<file path="config.mk">
export PLATFORM = sky130hd
export DESIGN_NAME = apb_completer_regfile_flat
export DESIGN_NICKNAME = d
export VERILOG_FILES = /design/src/rtl/apb_completer_regfile_if.sv /design/src/rtl/apb_completer_regfile.sv /design/src/flat_wrapper.sv
export SDC_FILE = /design/constraint.sdc
export NUM_CORES = 1
export LEC_CHECK = 0
export BUFFER_PORTS_ARGS = -buffer_cell sky130_fd_sc_hd__buf_4
export CORE_MARGIN = 4
export CORE_UTILIZATION = 30
export DETAILED_ROUTE_END_ITERATION = 12
export MAX_ROUTING_LAYER = met4
export PLACE_DENSITY = 0.44
export SETUP_SLACK_MARGIN = 0.5
export SLEW_MARGIN = 20
export SYNTH_ARGS = -nofsm -noshare
export SYNTH_HDL_FRONTEND = slang
export SYNTH_SLANG_ARGS = --single-unit
</file>
<file path="constraint.sdc">
create_clock -name PCLK -period 2.95 [get_ports PCLK]
set_input_delay 0.295 -clock PCLK [delete_from_list [all_inputs] [get_ports PCLK]]
set_output_delay 0.295 -clock PCLK [all_outputs]
set_load 0.005 [all_outputs]
</file>
<file path="src/rtl/apb_completer_regfile_if.sv">
// APB3 bus bundle between a requester and the register-file completer.
// The master modport drives request fields; the slave modport returns the response.
interface apb_completer_regfile_if #(
  parameter int ADDR_WIDTH = 32,
  parameter int DATA_WIDTH = 32
);
  logic                  PSEL;
  logic                  PENABLE;
  logic                  PWRITE;
  logic [ADDR_WIDTH-1:0] PADDR;
  logic [DATA_WIDTH-1:0] PWDATA;
  logic [DATA_WIDTH-1:0] PRDATA;
  logic                  PREADY;
  logic                  PSLVERR;

  modport master (
    output PSEL, PENABLE, PWRITE, PADDR, PWDATA,
    input  PRDATA, PREADY, PSLVERR
  );

  modport slave (
    input  PSEL, PENABLE, PWRITE, PADDR, PWDATA,
    output PRDATA, PREADY, PSLVERR
  );
endinterface

</file>
<file path="src/rtl/apb_completer_regfile.sv">
// APB3 completer serving NUM_REGS word registers (word 0 = read-only ID) with
// WAIT_CYCLES wait states per transfer and PSLVERR on illegal accesses.
module apb_completer_regfile #(
  parameter int                    ADDR_WIDTH  = 32,
  parameter int                    DATA_WIDTH  = 32,
  parameter int                    NUM_REGS    = 16,
  parameter int                    WAIT_CYCLES = 1,
  parameter logic [DATA_WIDTH-1:0] ID_VALUE    = 32'hA9B0_0001
) (
  input  logic PCLK,
  input  logic PRESETn,
  apb_completer_regfile_if.slave apb
);
  localparam int IDX_W = (NUM_REGS > 1) ? $clog2(NUM_REGS) : 1;

  typedef enum logic [1:0] {
    S_IDLE  = 2'd0,
    S_WAIT  = 2'd1,
    S_READY = 2'd2
  } state_t;

  state_t                state_q, state_d;
  logic [3:0]            cnt_q, cnt_d;
  logic [IDX_W-1:0]      idx_q;
  logic                  write_q;
  logic                  err_q;
  logic [DATA_WIDTH-1:0] wdata_q;
  logic                  pready_q, pready_d;
  logic                  pslverr_q, pslverr_d;
  logic [DATA_WIDTH-1:0] prdata_q, prdata_d;
  logic [DATA_WIDTH-1:0] regs_q [NUM_REGS];

  logic                  setup;
  logic                  latch;
  logic                  commit;
  logic [ADDR_WIDTH-3:0] live_word;
  logic                  live_err;
  logic [IDX_W-1:0]      sel_idx;
  logic                  sel_err;
  logic                  sel_write;
  logic [DATA_WIDTH-1:0] rd_word;

  assign setup     = apb.PSEL && !apb.PENABLE;
  assign live_word = apb.PADDR[ADDR_WIDTH-1:2];
  assign live_err  = (apb.PADDR[1:0] != 2'b00)
                  || (live_word >= (ADDR_WIDTH-2)'(NUM_REGS))
                  || (apb.PWRITE && (live_word == '0));

  // In IDLE a zero-wait transfer enters READY straight from the setup edge,
  // so the read mux must look at the live bus rather than the latched copy.
  assign sel_idx   = (state_q == S_IDLE) ? live_word[IDX_W-1:0] : idx_q;
  assign sel_err   = (state_q == S_IDLE) ? live_err : err_q;
  assign sel_write = (state_q == S_IDLE) ? apb.PWRITE : write_q;

  always_comb begin
    rd_word = '0;
    if (!sel_err && !sel_write) begin
      rd_word = (sel_idx == '0) ? ID_VALUE : regs_q[sel_idx];
    end
  end

  always_comb begin
    state_d   = state_q;
    cnt_d     = cnt_q;
    pready_d  = 1'b0;
    pslverr_d = 1'b0;
    prdata_d  = '0;
    latch     = 1'b0;
    commit    = 1'b0;
    unique case (state_q)
      S_IDLE: begin
        if (setup) begin
          latch = 1'b1;
          if (WAIT_CYCLES == 0) begin
            state_d   = S_READY;
            pready_d  = 1'b1;
            pslverr_d = sel_err;
            prdata_d  = rd_word;
          end else begin
            state_d = S_WAIT;
            cnt_d   = 4'(WAIT_CYCLES);
          end
        end
      end
      S_WAIT: begin
        if (!apb.PSEL) begin
          state_d = S_IDLE;
          cnt_d   = '0;
        end else if (cnt_q == 4'd1) begin
          state_d   = S_READY;
          cnt_d     = '0;
          pready_d  = 1'b1;
          pslverr_d = sel_err;
          prdata_d  = rd_word;
        end else begin
          cnt_d = cnt_q - 4'd1;
        end
      end
      S_READY: begin
        state_d = S_IDLE;
        // A dropped PSEL here is an abort: the write is discarded.
        commit  = apb.PSEL && apb.PENABLE && write_q && !err_q;
      end
      default: state_d = S_IDLE;
    endcase
  end

  always_ff @(posedge PCLK or negedge PRESETn) begin
    if (!PRESETn) begin
      state_q   <= S_IDLE;
      cnt_q     <= '0;
      idx_q     <= '0;
      write_q   <= 1'b0;
      err_q     <= 1'b0;
      wdata_q   <= '0;
      pready_q  <= 1'b0;
      pslverr_q <= 1'b0;
      prdata_q  <= '0;
    end else begin
      state_q   <= state_d;
      cnt_q     <= cnt_d;
      pready_q  <= pready_d;
      pslverr_q <= pslverr_d;
      prdata_q  <= prdata_d;
      if (latch) begin
        idx_q   <= live_word[IDX_W-1:0];
        write_q <= apb.PWRITE;
        err_q   <= live_err;
        wdata_q <= apb.PWDATA;
      end
    end
  end

  // Word 0 is never written: any write to it is flagged as an error.
  always_ff @(posedge PCLK or negedge PRESETn) begin
    if (!PRESETn) begin
      for (int i = 0; i < NUM_REGS; i++) begin
        regs_q[i] <= '0;
      end
    end else if (commit) begin
      regs_q[idx_q] <= wdata_q;
    end
  end

  assign apb.PREADY  = pready_q;
  assign apb.PSLVERR = pslverr_q;
  assign apb.PRDATA  = prdata_q;
endmodule

</file>
<file path="src/flat_wrapper.sv">
// flat-port wrapper written by rule: the top's interface ports become plain ports
module apb_completer_regfile_flat 
#(
  parameter int                    ADDR_WIDTH  = 32,
  parameter int                    DATA_WIDTH  = 32,
  parameter int                    NUM_REGS    = 16,
  parameter int                    WAIT_CYCLES = 1,
  parameter logic [DATA_WIDTH-1:0] ID_VALUE    = 32'hA9B0_0001
)
  (PCLK, PRESETn, apb_PSEL, apb_PENABLE, apb_PWRITE, apb_PADDR, apb_PWDATA, apb_PRDATA, apb_PREADY, apb_PSLVERR);
  apb_completer_regfile_if #(.ADDR_WIDTH(ADDR_WIDTH), .DATA_WIDTH(DATA_WIDTH)) apb_i ();
  input  logic PCLK;
  input  logic PRESETn;
  input wire logic [$bits(apb_i.PSEL)-1:0] apb_PSEL;
  input wire logic [$bits(apb_i.PENABLE)-1:0] apb_PENABLE;
  input wire logic [$bits(apb_i.PWRITE)-1:0] apb_PWRITE;
  input wire logic [$bits(apb_i.PADDR)-1:0] apb_PADDR;
  input wire logic [$bits(apb_i.PWDATA)-1:0] apb_PWDATA;
  output wire logic [$bits(apb_i.PRDATA)-1:0] apb_PRDATA;
  output wire logic [$bits(apb_i.PREADY)-1:0] apb_PREADY;
  output wire logic [$bits(apb_i.PSLVERR)-1:0] apb_PSLVERR;
  assign apb_i.PSEL = apb_PSEL;
  assign apb_i.PENABLE = apb_PENABLE;
  assign apb_i.PWRITE = apb_PWRITE;
  assign apb_i.PADDR = apb_PADDR;
  assign apb_i.PWDATA = apb_PWDATA;
  assign apb_PRDATA = apb_i.PRDATA;
  assign apb_PREADY = apb_i.PREADY;
  assign apb_PSLVERR = apb_i.PSLVERR;
  apb_completer_regfile #(.ADDR_WIDTH(ADDR_WIDTH), .DATA_WIDTH(DATA_WIDTH), .NUM_REGS(NUM_REGS), .WAIT_CYCLES(WAIT_CYCLES), .ID_VALUE(ID_VALUE)) u_core (.PCLK(PCLK), .PRESETn(PRESETn), .apb(apb_i));
endmodule
</file>
# Yosys cells after proc, flatten, opt, wreduce, memory -nomap -nowiden
# Cells that the tools add are included.
dict set report totals {
  regBits 590
  out_inout_bits 34
  word_cells 88
  in_bits 69
}
dict set report op_classes {
  n_eq_ne 5
  n_bitwise 2
  magnitude_cmp 4
  n_reduce_logical 20
  addsub 1
  n_mux 31
}
# operator n
set op_table {}
lappend op_table {{$bwmux 512} 1}
lappend op_table {{$mux 32} 8}
lappend op_table {{$bmux 32 s4} 1}
lappend op_table {{$demux 32 s4} 1}
lappend op_table {{$ge 30x5->1 const B} 1}
lappend op_table {{$logic_not 30->1} 1}
lappend op_table {{$mux 4} 4}
lappend op_table {{$mux 1} 11}
lappend op_table {{$ge 5x5->1 const B} 2}
lappend op_table {{$not 4->5} 2}
lappend op_table {{$pmux 4 s2} 1}
lappend op_table {{$logic_and 1x1->1} 7}
lappend op_table {{$mux 2} 3}
lappend op_table {{$lt 5x1->1 const B} 1}
lappend op_table {{$eq 4x1->1 const B} 1}
lappend op_table {{$logic_not 1->1} 4}
lappend op_table {{$logic_not 4->1} 1}
lappend op_table {{$pmux 2 s2} 1}
lappend op_table {{$reduce_and 2->1} 2}
lappend op_table {{$reduce_bool 2->1} 2}
lappend op_table {{$sub 4x1->4 const B} 1}
lappend op_table {{$ne 3x2->1 const B} 1}
lappend op_table {{$eq 2x1->1 const B} 1}
lappend op_table {{$eq 2x2->1 const B} 1}
lappend op_table {{other kinds (3)} 4}

# Depth between registers and ports, before layout
# Gate-level depths: netlist (run 1).
dict set report depth {
  word_depth 11
  mapped_depth 12
  depth_no_buf 7
}

# Worst setup path after synthesis (run 1)
# No wires, ideal clock.
dict set report synth_path {
  path_type {register to register}
  from {register u_core.state_q[1]}
  to {register u_core.prdata_q[10], in the netlist u_core.apb.PRDATA[10]}
  stages_incl_launch_ff 9
  path_buffers 3
  t_arrival_ns 2.019
  path_slack_ns 0.794
  cell_sequence {dfrtp_1 -> buf_6 -> nor3b_1 -> or2_1 -> buf_2 -> buf_1 -> mux4_2 -> a22oi_1 -> a21oi_1}
}
dict set report synth_via {
  elab_chain_cells 11
  word_cells_on_any_way 18
  classes_between {eq/ne: 1; mux: 11; bitwise: 1; reduce/logical: 5}
}
# item line_no
set synth_lines {}
lappend synth_lines {{from (decl)} apb_completer_regfile.sv:22} ;# state_t state_q, state_d;
lappend synth_lines {{from (signal assigned)} apb_completer_regfile.sv:120} ;# state_q <= state_d;
lappend synth_lines {{$logic_not 2->1} {apb_completer_regfile.sv:51, apb_completer_regfile.sv:52, apb_completer_regfile.sv:53}}
lappend synth_lines {{$mux 4} apb_completer_regfile.sv:51} ;# assign sel_idx = (state_q == S_IDLE) ? live_word[IDX_W-1:0] : idx_q;
lappend synth_lines {{$not 4->5 (implied by the code)} apb_completer_regfile.sv:58} ;# rd_word = (sel_idx == '0) ? ID_VALUE : regs_q[sel_idx];
lappend synth_lines {{$bmux 32 s4} apb_completer_regfile.sv:58}
lappend synth_lines {{$mux 32 (implied by the code) (2 in series)} apb_completer_regfile.sv:58}
lappend synth_lines {{$mux 32} apb_completer_regfile.sv:58}
lappend synth_lines {{$mux 32} apb_completer_regfile.sv:57} ;# if (!sel_err && !sel_write) begin
lappend synth_lines {{$mux 32} apb_completer_regfile.sv:89} ;# end else if (cnt_q == 4'd1) begin
lappend synth_lines {{$mux 32} apb_completer_regfile.sv:86} ;# if (!apb.PSEL) begin
lappend synth_lines {{$mux 32 (*)} apb_completer_regfile.sv:70} ;# unique case (state_q)
lappend synth_lines {{via u_core.prdata_d[10]} apb_completer_regfile.sv:30} ;# logic [DATA_WIDTH-1:0] prdata_q, prdata_d;
lappend synth_lines {{to (signal assigned)} apb_completer_regfile.sv:124} ;# prdata_q <= prdata_d;
lappend synth_lines {{to (decl)} apb_completer_regfile.sv:30}
# The timed path passes the listed nets; every way through them passes the cells marked *. The select of a mux whose other input is x is not followed.
# A chain may end at the register's enable or synchronous reset.

# Final worst setup path (run 1)
dict set report layout_path {
  from {register u_core.state_q[1]}
  to {register u_core.prdata_q[20], in the netlist u_core.apb.PRDATA[20]}
}
# Same word-level chain as after synthesis.

==> results.txt, run 1 <==
max cap viols: 0
status: completed
Die Area: 91400 um^2
number of buffers and inverters on the critical path: 2
startpoint type of the worst setup path: register
Hold Path End: u_core.cnt_q[1]
Critical Path Fanout Max: 21
Final Max Tran Viols: 0
Final ANT Viol Nets: 0
Layout Nets: 2113
vias per cell: 5.13
initial antenna violation count: 5
first-pass GRT wire length: 119000 um
core footprint: 85500 um^2
Hold Path Origin: apb_PSEL
final WL: 80200 um
detailed placement HPWL: 48800 um
unrepaired setup endpoints after global routing: yes
Placer Congestion: 0.754
TNS Setup: 0 ns
Period minus WS final: 2.43 ns
Max-slew headroom: 0.516
endpoints failing hold: 0
row count: 107
post-synth cell types: 52
Main synth FF type: dfrtp_1
synthesized net count: 1956
Seq. cell area: 14700 um^2
Pwr Density: 707 nW/um^2
detailed router's first-iteration violation count: 901
clock-pin slew on the worst setup and hold paths: 0.06 ns
CP arrival: 2.92 ns
root cell of the clock tree: clkbuf_16
Worst Path Required: 3.44 ns
CP top delay family: simple AND/OR/NAND/NOR gates
area grow syn2layout: 21.2%
Slew @ Worst Pin: 0.725 ns
FFs w/ async S/R, synth: 1.00
Worst Clk Skew: 0.0238 ns
H-tree depth: 3
# IOs: 103
Die Width: 302 um
slowest stage cell, crit path: dfrtp_2
largest net degree at the start of global routing: 89
Post-Synthesis Cells: 1885
CTS buffer count: 68
leakage: 14.8 nW
reg2reg end: u_core.apb.PRDATA[20]
hold slack: 0.0374 ns
Tcrit/Tclk final: 0.822
endpoints failing setup: 0
Pwr Total: 22.3 mW
Clock Latency Late Sink: 0.60 ns
GRT Util Overall: 0.181
via count: 16600
vias in the first global route: 17600
Post-synth EDFFs: 0
critical path class: reg2reg
Initial DRT Pass Iterations: 5
register area share after synthesis: 0.564
CTS tree: done
Bufs on Longest Clock Path: 3
worst r2r path cells: 8
hold path depth: 2
reg2reg start: u_core.state_q[1]
layout cell share with drive strength beyond 1: 0.451
gr ovfl total: 0
Yosys reg bits: 586
DR WL/cell: 24.9 um
PortBufs: 102
Syn Std Cell Area: 26000 um^2
cells along the critical path: o21a_1 > or2_4 > buf_4 > buf_12 > mux4_2 > nand2_1 > and3_1 > a311oi_2
VDD IR-drop max: 0.000564 V
footprint of the multi-input gates: 10800 um^2
die height: 302 um
crit end category: register
Hold/Removal Path Class: in2reg
Avg Cell Area, Syn: 13.8 um^2
fmax: 412 MHz
number of fill cells: 8121
Crit path largest cell delay: 0.47 ns
Ys Warns: 0
Reg2Reg Setup Slack: 0.52 ns
clk sinks: 586
initial core utilization: 0.304
DRC: 0
==> worst max-delay path by stage <==
stage | startpoint | endpoint | slack (ns) | cells past startpoint
after floorplan | u_core.state_q[1] | u_core.apb.PRDATA[10] | 0.79 | 8
after global placement | u_core.state_q[1] | u_core.apb.PRDATA[16] | 0.25 | 7
after detailed placement | u_core.state_q[0] | u_core.apb.PRDATA[15] | 0.16 | 7
after CTS | u_core.state_q[0] | u_core.regs_q[482] | 0.41 | 7
after global routing | u_core.state_q[1] | u_core.apb.PRDATA[20] | 0.46 | 8
final | u_core.state_q[1] | u_core.apb.PRDATA[20] | 0.52 | 8
==> registers in the layout, summed over array words and instances, names as in the netlist, 2 cells and up <==
signal / cells
u_core.apb.PRDATA: 32
u_core.state_q: 2
u_core.idx_q: 4
u_core.regs_q: 508
u_core.cnt_q: 4
u_core.wdata_q: 32
==> through the flow <==
step / utilization / cells / setup slack [ns] / area (um^2)
after floorplan: - / 1885 / 0.794 / 26000
after global placement: 0.334 / 3061 / 0.254 / 28600
after detailed placement: 0.334 / 3061 / 0.157 / 28600
after CTS: 0.365 / 3211 / 0.413 / 31200
after global routing: 0.368 / 3224 / 0.459 / 31500
final: 0.368 / 3226 / 0.524 / 31500
==> layer usage <==
layer	vias up	share of wire	global-route usage
li1	7200	-	-
met1	8937	0.47	0.251
met2	335	0.47	0.282
met3	92	0.037	0.0229
met4	0	0.021	0.0498
met5	-	0	-
==> report_power, final <==
part	leakage, nW	internal, mW	switching (mW)
Clock	1.05	4.96	3.25
Sequential	8.09	8.28	1.01
Combinational	5.68	1.83	2.96
Total	14.8	15.1	7.22
==> worst register-to-register path, stage by stage (launching register included) <==
cell and delay, ns:
dfrtp_2 0.47, o21a_1 0.26, or2_4 0.28, buf_4 0.20
buf_12 0.18, mux4_2 0.37, nand2_1 0.06, and3_1 0.23
a311oi_2 0.27
==> cell usage after synthesis (all sizes together) (24+ instances only) <==
cell type / instances / area (um^2)
and3: 28 / 175
buf: 88 / 474
nand3: 43 / 215
mux2i: 29 / 290
nand2: 182 / 686
nor2: 26 / 103
mux2: 545 / 6140
a211oi: 24 / 180
clkbuf: 70 / 263
a21oi: 28 / 140
dfrtp: 586 / 14700
mux4: 61 / 1370
a32oi: 24 / 210
==> cell usage in the layout, fill, tap and decap left out, types with 4 or more instances in the layout <==
cell / count
o21ai_0: 8
clkbuf_16: 74
buf_12: 24
buf_8: 5
clkbuf_8: 13
nor3b_1: 4
mux4_2: 61
a211oi_1: 24
dlygate4sd3_1: 37
a41oi_1: 23
a22oi_1: 23
nor2_2: 6
buf_6: 10
a31oi_1: 11
and3_1: 28
inv_1: 6
nor4_1: 8
buf_4: 164
mux2i_1: 28
nand2_2: 4
mux2_2: 527
nand3_1: 40
dfrtp_1: 584
nand4_1: 16
nor2b_1: 4
nand2b_1: 6
nor2_4: 8
nor2_1: 12
a21oi_1: 28
mux2_1: 18
a32oi_1: 24
nand2_1: 174
clkbuf_1: 15
==> logic make-up (layout without fill, tap and decap cells) <==
family | count (synthesis) | in the layout | share of synthesized area
mux | 635 | 635 | 0.300
simple gates | 336 | 336 | 0.0601
compound gates | 161 | 161 | 0.0452
buf+inv | 164 | 358 | 0.0292
fa+ha+maj | 2 | 2 | 0.000962
xor+xnor | 1 | 1 | 0.000337
other cells | 0 | 3 | 0
flops | 586 | 586 | 0.564
==> what timing repair did <==
action | 4_1_cts | 5_1_grt
pin swaps | 2 | 3
resized for setup | 19 | 28
cloned | 1 | 1
setup endpoints to repair | 206 | 461
hold endpoints to repair | 88 | 0
hold buffers | 37 | 0
buffers inserted | 5 | 10
==> layout make-up <==
class	instances	share of cell area
Antenna cell	3	0.000238
Sequential cell	586	0.465
Multi-Input combinational cell	1135	0.344
Timing Repair Buffer	245	0.0765
Clock inverter	6	0.00262
Tap cell	1144	0.0454
Clock buffer	101	0.0654
Inverter	6	0.000715
Note: power is estimated with default switching activity, not from simulation.
==> inputs of run 2 (changes only) <==
PLACE_DENSITY = 0.45   (was 0.44)
clock period = 1.97 ns   (was 2.95 ns; I/O delays follow)
==> run 2 against run 1 <==
Effect of this change: the run now ends with negative setup slack left; critical endpoint is now u_core.apb.PRDATA[17]; critical path depth is the same; worst setup slack lost 0.83 ns; flip-flop and latch count is the same; register-to-register slack lost 0.83 ns; clock power grew 64%; count of clock-buffer cells in the layout grew 13; global-route usage grew 0.77 points; via count grew 5.7%; sequential power grew 51%; wire length grew 9.5%.
==> results.txt, run 2 (synthesis gave the netlist of run 1 again) <==
status: complete, but fails checks
failing checks: negative setup slack
vias in the first global route: 18600
DR WL/cell: 25.6 um
Layout Nets: 2300
CTS buffer count: 72
Die Width: 302 um
Worst Clk Skew: 0.0210 ns
Post-Place Worst Slack: -0.510 ns
Max-slew headroom: 0.534
final std cells w/o fill: 3427
CP arrival: 2.74 ns
n_diodes: 0
Seq. cell area: 14700 um^2
Final Max Tran Viols: 0
Tcrit/Tclk final: 1.16
Hold/Removal Path Class: in2async
crit end category: register
H-tree depth: 3
root cell of the clock tree: clkbuf_16
Final Worst Setup Slack: -0.307 ns
via count: 17500
first-pass GRT wire length: 124000 um
final WL: 87900 um
GRT Util Overall: 0.189
DP Area: 29900 um^2
core footprint: 85500 um^2
unrepaired setup endpoints after global routing: yes
layout cell share with drive strength beyond 1: 0.531
VDD IR-drop max: 0.000607 V
Slew @ Worst Pin: 0.700 ns
number of fill cells: 7795
Worst Path Required: 2.43 ns
Die Area: 91400 um^2
detailed router's first-iteration violation count: 1233
reg2reg end: u_core.apb.PRDATA[17]
row count: 107
DRC: 0
largest net degree at the start of global routing: 62
max cap viols: 0
gr ovfl total: 0
worst r2r path cells: 8
leakage: 16.6 nW
Reg2Reg Setup Slack: -0.31 ns
initial antenna violation count: 1
Clock Latency Late Sink: 0.62 ns
footprint of the multi-input gates: 11900 um^2
clock-pin slew on the worst setup and hold paths: 0.05 ns
most common cell after layout, fill and taps aside: dfrtp_1
critical path class: reg2reg
DP Cell Count: 3159
TNS Setup: -79.94 ns
most frequent cells in the layout: dfrtp_1, mux2_2, buf_4
# IOs: 103
fmax: 439 MHz
area grow syn2layout: 37.8%
Initial DRT Pass Iterations: 7
Pwr Density: 1050 nW/um^2
PortBufs: 102
Largest Register: u_core.regs_q
initial core utilization: 0.304
CTS tree: done
max reg flops: 508
detailed placement HPWL: 49200 um
endpoints failing setup: 572
reg2reg start: u_core.state_q[0]
Final ANT Viol Nets: 0
Period minus WS final: 2.28 ns
vias per cell: 5.11
post-route cell area: 35800 um^2
endpoints failing hold: 0
startpoint type of the worst setup path: register
Placer Congestion: 0.779
Bufs on Longest Clock Path: 3
clk sinks: 586
hold slack: 0.0810 ns
Critical Path Fanout Max: 8
die height: 302 um
run 2: how the worst max path moves through the flow:
stage	startpoint	endpoint	slack, ns	cells past startpoint
3_5_place_dp	u_core.state_q[1]	u_core.apb.PRDATA[17]	-0.51	8
4_1_cts	u_core.state_q[1]	u_core.apb.PRDATA[20]	-0.28	8
6_report	u_core.state_q[0]	u_core.apb.PRDATA[17]	-0.31	8
5_1_grt	u_core.state_q[0]	u_core.regs_q[58]	-0.38	10
2_1_floorplan	u_core.state_q[1]	u_core.apb.PRDATA[28]	-0.13	9
3_3_place_gp	u_core.state_q[1]	u_core.apb.PRDATA[17]	-0.49	9
run 2: metrics by stage:
step | util | power [mW]
after detailed placement | 0.350 | 22.2
after global routing | 0.419 | 39.1
after floorplan | - | 17.5
final | 0.419 | 37.5
after global placement | 0.350 | 22.2
after CTS | 0.402 | 37.3
run 2: what timing repair did:
action                                 CTS  global route
endpoints found under the hold margin  370             0
hold buffers                            39             0
pin swaps                               29            36
gates cloned                            20            19
setup endpoints to repair              583           584
gates resized for setup                173           190
setup buffers                           47            15
run 2: critical path, stage by stage (launching register included):
cell     delay (ns)
dfrtp_2        0.45
nor3b_2        0.23
or2_4          0.18
buf_12         0.17
buf_12         0.13
buf_16         0.14
mux4_2         0.52
a22oi_2        0.18
a21oi_2        0.12
run 2: layer usage:
metal / wire [um] / GRT usage / part of all wire
met3: 3310 / 0.0282 / 0.038
met5: 0 / - / 0
met1: 37800 / 0.238 / 0.43
met4: 2690 / 0.0577 / 0.031
met2: 44000 / 0.315 / 0.50
run 2: final cells by class:
cell class,instances,area share
Timing Repair Buffer,428,0.152
Clock buffer,114,0.0609
Clock inverter,14,0.00639
Sequential cell,586,0.409
Tap cell,1144,0.0399
Multi-Input combinational cell,1135,0.331
Inverter,6,0.000629
run 2: power by group:
part           internal (mW)  switching, mW  leakage, nW
Sequential              12.4           1.57         8.09
Combinational           4.78           5.31         7.32
Clock                   8.15           5.31         1.17
